<file path="config.mk">
export PLATFORM = sky130hd
export DESIGN_NAME = counter_load_queue
export DESIGN_NICKNAME = d
export VERILOG_FILES = /design/src/rtl/counter_load_queue.sv
export SDC_FILE = /design/constraint.sdc
export NUM_CORES = 1
export LEC_CHECK = 0
export BUFFER_PORTS_ARGS = -buffer_cell sky130_fd_sc_hd__buf_4
export CAP_MARGIN = 20
export CELL_PAD_IN_SITES_DETAIL_PLACEMENT = 1
export CELL_PAD_IN_SITES_GLOBAL_PLACEMENT = 1
export CORE_MARGIN = 8
export CORE_UTILIZATION = 40
export DETAILED_ROUTE_END_ITERATION = 10
export GPL_TIMING_DRIVEN = 0
export PLACE_DENSITY_LB_ADDON = 0.1
export SLEW_MARGIN = 30
export SYNTH_ARGS = -nofsm -noshare
export SYNTH_HDL_FRONTEND = slang
export SYNTH_SLANG_ARGS = --single-unit
</file>
<file path="constraint.sdc">
create_clock -name clk -period 1.94 [get_ports clk]
set_input_delay 0.097 -clock clk [delete_from_list [all_inputs] [get_ports clk]]
set_output_delay 0.097 -clock clk [all_outputs]
set_load 0.02 [all_outputs]
</file>
<file path="src/rtl/counter_load_queue.sv">
// counter_load_queue: in-order queue of load requests driving a loadable counter with spaced, optionally terminal-count-aligned pulses.
// Define LOADQ_FLUSH_EN to add flush_i, which empties the queue.
module counter_load_queue #(
    parameter int WIDTH   = 4,
    parameter int DEPTH   = 4,
    parameter int MIN_GAP = 2
) (
    input  logic                       clk,
    input  logic                       reset,
`ifdef LOADQ_FLUSH_EN
    input  logic                       flush_i,
`endif
    input  logic                       req_valid_i,
    input  logic [WIDTH-1:0]           req_val_i,
    output logic                       req_ready_o,
    input  logic                       align_i,
    input  logic [WIDTH-1:0]           count_i,
    output logic                       load_o,
    output logic [WIDTH-1:0]           load_val_o,
    output logic [$clog2(DEPTH+1)-1:0] level_o
);
    localparam int AW = $clog2(DEPTH);
    localparam int LW = $clog2(DEPTH + 1);
    localparam int GW = (MIN_GAP > 1) ? $clog2(MIN_GAP) : 1;

    logic [WIDTH-1:0] mem_q [DEPTH];
    logic [AW-1:0]    wr_ptr_q, wr_ptr_d, rd_ptr_q, rd_ptr_d;
    logic [LW-1:0]    level_q, level_d;
    logic [GW-1:0]    gap_q, gap_d;
    logic             load_q, load_d;
    logic [WIDTH-1:0] load_val_q, load_val_d;
    logic             flush, push, pop;

`ifdef LOADQ_FLUSH_EN
    assign flush = flush_i;
`else
    assign flush = 1'b0;
`endif

    // Ready looks only at the registered level; a same-cycle pop never frees a slot early.
    assign req_ready_o = (level_q < LW'(DEPTH)) && !flush;
    assign push        = req_valid_i && req_ready_o;
    assign pop         = (level_q != '0) && (gap_q == '0) && (!align_i || (&count_i)) && !flush;

    always_comb begin
        wr_ptr_d   = flush ? '0 : push ? wr_ptr_q + AW'(1) : wr_ptr_q;
        rd_ptr_d   = flush ? '0 : pop ? rd_ptr_q + AW'(1) : rd_ptr_q;
        level_d    = flush ? '0 : (push && !pop) ? level_q + LW'(1) : (pop && !push) ? level_q - LW'(1) : level_q;
        gap_d      = flush ? '0 : pop ? GW'(MIN_GAP - 1) : (gap_q != '0) ? gap_q - GW'(1) : gap_q;
        load_d     = pop;
        load_val_d = pop ? mem_q[rd_ptr_q] : load_val_q;
    end

    always_ff @(posedge clk) begin
        if (push) mem_q[wr_ptr_q] <= req_val_i;
    end

    always_ff @(posedge clk or posedge reset) begin
        if (reset) begin
            wr_ptr_q   <= '0;
            rd_ptr_q   <= '0;
            level_q    <= '0;
            gap_q      <= '0;
            load_q     <= 1'b0;
            load_val_q <= '0;
        end else begin
            wr_ptr_q   <= wr_ptr_d;
            rd_ptr_q   <= rd_ptr_d;
            level_q    <= level_d;
            gap_q      <= gap_d;
            load_q     <= load_d;
            load_val_q <= load_val_d;
        end
    end

    assign load_o     = load_q;
    assign load_val_o = load_val_q;
    assign level_o    = level_q;
endmodule
</file>
==> results by group <==
Status
  • Status: finished, final reports clean

Synthesis
  • Post-synthesis compound-gate area fraction: 0.03354
  • Post-synthesis mux area share: 0.1226
  • XOR/XNOR Fraction of Synth Area: 0.04403
  • Synthesized area: 1194 um2
  • Syn. warnings: 0
  • Netlist cell types: 20
  • Syn nets: 88
  • Synth Area per Inst: 17.05 um2
  • Cells after synthesis: 70
  • Flip-flop and latch count after synthesis: 28
  • Adder-cell share of the synthesized area: 0.06918
  • Simple-gate portion of the synthesized area: 0.04717
  • Sequential-to-total area share from yosys stat: 0.6541
  • Largest family of logic cells by synthesized area: multiplexers

Critical path
  • Worst path slowest cell: dfrtp_2
  • Critical path buffers and inverters: 2
  • Cell family with most CP delay: adder cells
  • Crit-path cells: nor3_4, a211oi_4, inv_1, ha_2, inv_2, fa_2, xor2_1, nor2_1, xnor2_1
  • CP Depth: 9
  • CP arrival: 2.13 ns
  • R2R cell count: 9
  • CP peak stage delay: 0.47 ns
  • Critical Path RT: 2.19 ns
  • CP max FO: 3
  • Crit path kind: reg2reg
  • R2R Setup Slk: 0.06 ns
  • CP Capture Type: flip-flop
  • Crit path launch type: flip-flop

CTS
  • Clock sink total: 28
  • Clock transition at the registers of the reported paths: 0.15 ns
  • Clk root buf: clkbuf_4
  • CTS Buffer Depth: 2
  • CTS buffer count: 3
  • Clock latency on the worst-skew pair: 0.32 ns
  • CTS tree: yes
  • Htree depth: 1

GRT
  • Number of global-route vias before repair: 741
  • GR peak layer: met2
  • Grt met2 use: 0.1588
  • Gr usage total: 0.09021
  • Initial antenna violation count: 0
  • Total gr overflow: 0
  • Largest net degree at the start of global routing: 17
  • Grt met1 use: 0.1046
  • First-pass GRT wire length: 3505 um
  • GR Util met3: 0.02260

Drt
  • First-pass DRT Iterations: 4
  • DR vias: 651
  • Routed wire per std cell: 15.33 um
  • DRC viols: 0
  • Post-route ant nets: 0
  • Vias/cell: 4.787
  • Detailed Route WL: 2085 um
  • Number of DRC markers in iteration 0: 7

Cells and area
  • Utilization after layout: 0.5216
  • Share of layout cells above drive strength 1: 0.4854
  • Layout overhead on the synthesized area: 29.04%
  • Fill count: 295
  • Antenna cells: 0
  • Nets: 122
  • Final instance area: 1540 um2
  • Post-Layout Cell Count: 136

STA
  • Max-Slew Margin vs Limit: 0.6645
  • Clk_skew: 0.001416 ns
  • Setup TNS: 0 ns
  • Slew Viols, Final: 0
  • Worst Tran Pin Value: 0.5027 ns
  • WHS: 0.1028 ns
  • Final hold vios: 0
  • Max Freq: 0.5324 GHz
  • RSZ-0062 raised after global routing: true
  • Final period utilization: 0.9681
  • Fin crit period: 1.878 ns
  • Setup WS post-layout: 0.06180 ns
  • # setup viols final: 0

Floorplanning
  • Die extent in y: 70.63 um
  • Core Region: 2953 um2
  • Die Footprint: 4988 um2
  • Starting Density: 0.4042
  • I/O pins: 21
  • Die width: 70.63 um
  • Row count: 20

Power and ir drop
  • Worst-case vdd ir drop: 751.1 uV
  • Power, Total: 2.260 mW
  • Static Leak: 0.6254 nW
  • Cell Pwr Density: 1467 nW/um2

Place
  • PortBufs: 20
  • Placed Cells: 123
  • Routability cong.: 0.6536
  • Cell Area, Placed: 1404 um2
  • Post-Place Setup Slack: -0.09863 ns
  • Hpwl dp: 1598 um

Min path
  • Worst Hold Depth: 3
  • Type of the most critical hold path: in2reg

Run
  • Number of max-cap violations: 0
-- cell usage in the layout, fill, tap and decap left out --
cell,synthesis,layout
buf_4,0,24
edfxtp_1,16,16
dfrtp_1,12,8
inv_1,7,6
mux2_2,5,5
dlygate4sd3_1,0,5
mux4_2,4,4
xnor2_1,4,4
and2_1,4,4
ha_1,5,4
dfrtp_2,0,4
clkbuf_4,0,3
xor2_1,2,2
nand4_2,1,1
nor3_4,0,1
a211oi_4,1,1
buf_2,1,1
nor2b_1,1,1
clkbuf_2,0,1
inv_2,0,1
nand2_1,1,1
o21ai_0,1,1
a2111oi_2,1,1
nor2_1,1,1
fa_2,0,1
ha_2,0,1
bufinv_16,0,1
-- layout make-up --
class / instances / area [um2] / share of cell area
Tap cell: 33 / 41.29 / 0.02681
Clock buffer: 3 / 22.52 / 0.01462
Inverter: 7 / 26.28 / 0.01706
Timing Repair Buffer: 29 / 230.2 / 0.1495
Clock inverter: 1 / 30.03 / 0.01950
Buffer: 2 / 10.01 / 0.006499
Multi-Input combinational cell: 33 / 394.1 / 0.2559
Sequential cell: 28 / 785.8 / 0.5102
-- logic make-up after synthesis --
| kind of cell | Yosys count |
|---|---|
| and+or+nand+nor | 9 |
| AOI/OAI and AO/OA | 3 |
| xor gates and xnor gates | 6 |
| muxes | 9 |
| DFF | 28 |
| buffers and inverters | 9 |
| adders and majority gates | 6 |
-- sequential cells by signal, summed over array words and instances (netlist names) --
name,cells
level_o,3
load_val_o,4
rd_ptr_q,2
mem_q,16
gap_q,1
wr_ptr_q,2
-- worst register-to-register path, cell delays in order (launching register included) --
cell and delay, ns:
dfrtp_2 0.47, nor3_4 0.26, a211oi_4 0.06, inv_1 0.06, ha_2 0.19, inv_2 0.04, fa_2 0.33, xor2_1 0.15
nor2_1 0.13, xnor2_1 0.13
-- where the power goes --
| group | leakage [nW] | internal [mW] | total, mW | switching [mW] |
|---|---|---|---|---|
| logic | 0.315 | 0.492 | 0.935 | 0.444 |
| clock network | 0.0279 | 0.209 | 0.376 | 0.167 |
| registers | 0.283 | 0.818 | 0.948 | 0.131 |
-- per-layer routing --
layer | wire [um] | part of all wire | vias up
met4 | 15 | 0.0072 | 0
li1 | - | - | 315
met1 | 895 | 0.43 | 322
met5 | 0 | 0 | -
met3 | 98 | 0.047 | 2
met2 | 1076 | 0.52 | 12
-- worst paths after layout --
check / end / from
min in group asynchronous: wr_ptr_q[0]$_DFFE_PP0P_ / reset
min reg2reg: load_val_o[3]$_DFFE_PP0P_ / load_val_o[3]$_DFFE_PP0P_
min: rd_ptr_q[1]$_DFFE_PP0P_ / align_i
max in group asynchronous: level_o[1]$_DFFE_PP0P_ / reset
max reg2reg: level_o[2]$_DFFE_PP0P_ / level_o[2]$_DFFE_PP0P_
max: level_o[2]$_DFFE_PP0P_ / level_o[2]$_DFFE_PP0P_
-- repair_timing --
action                                  4_1_cts  5_1_grt
hold buffers                                  5        0
buffers inserted                              4        0
endpoints found under the setup margin        2        2
gates resized for setup                       1        2
pin swaps                                     2        4
hold endpoints to repair                     28        0
-- Yosys cell counts (all sizes together) --
cell type	count	share of area
a2111oi	1	0.013
a211oi	1	0.017
and2	4	0.021
buf	1	0.0042
clkbuf	1	0.0031
dfrtp	12	0.25
edfxtp	16	0.40
fa	1	0.017
ha	5	0.052
inv	7	0.022
mux2	5	0.047
mux4	4	0.075
nand2	1	0.0031
nand4	1	0.010
nor2	1	0.0031
nor2b	1	0.0052
nor3	1	0.0042
o21ai	1	0.0042
xnor2	4	0.029
xor2	2	0.015
Note: power is estimated with default switching activity, not from simulation.
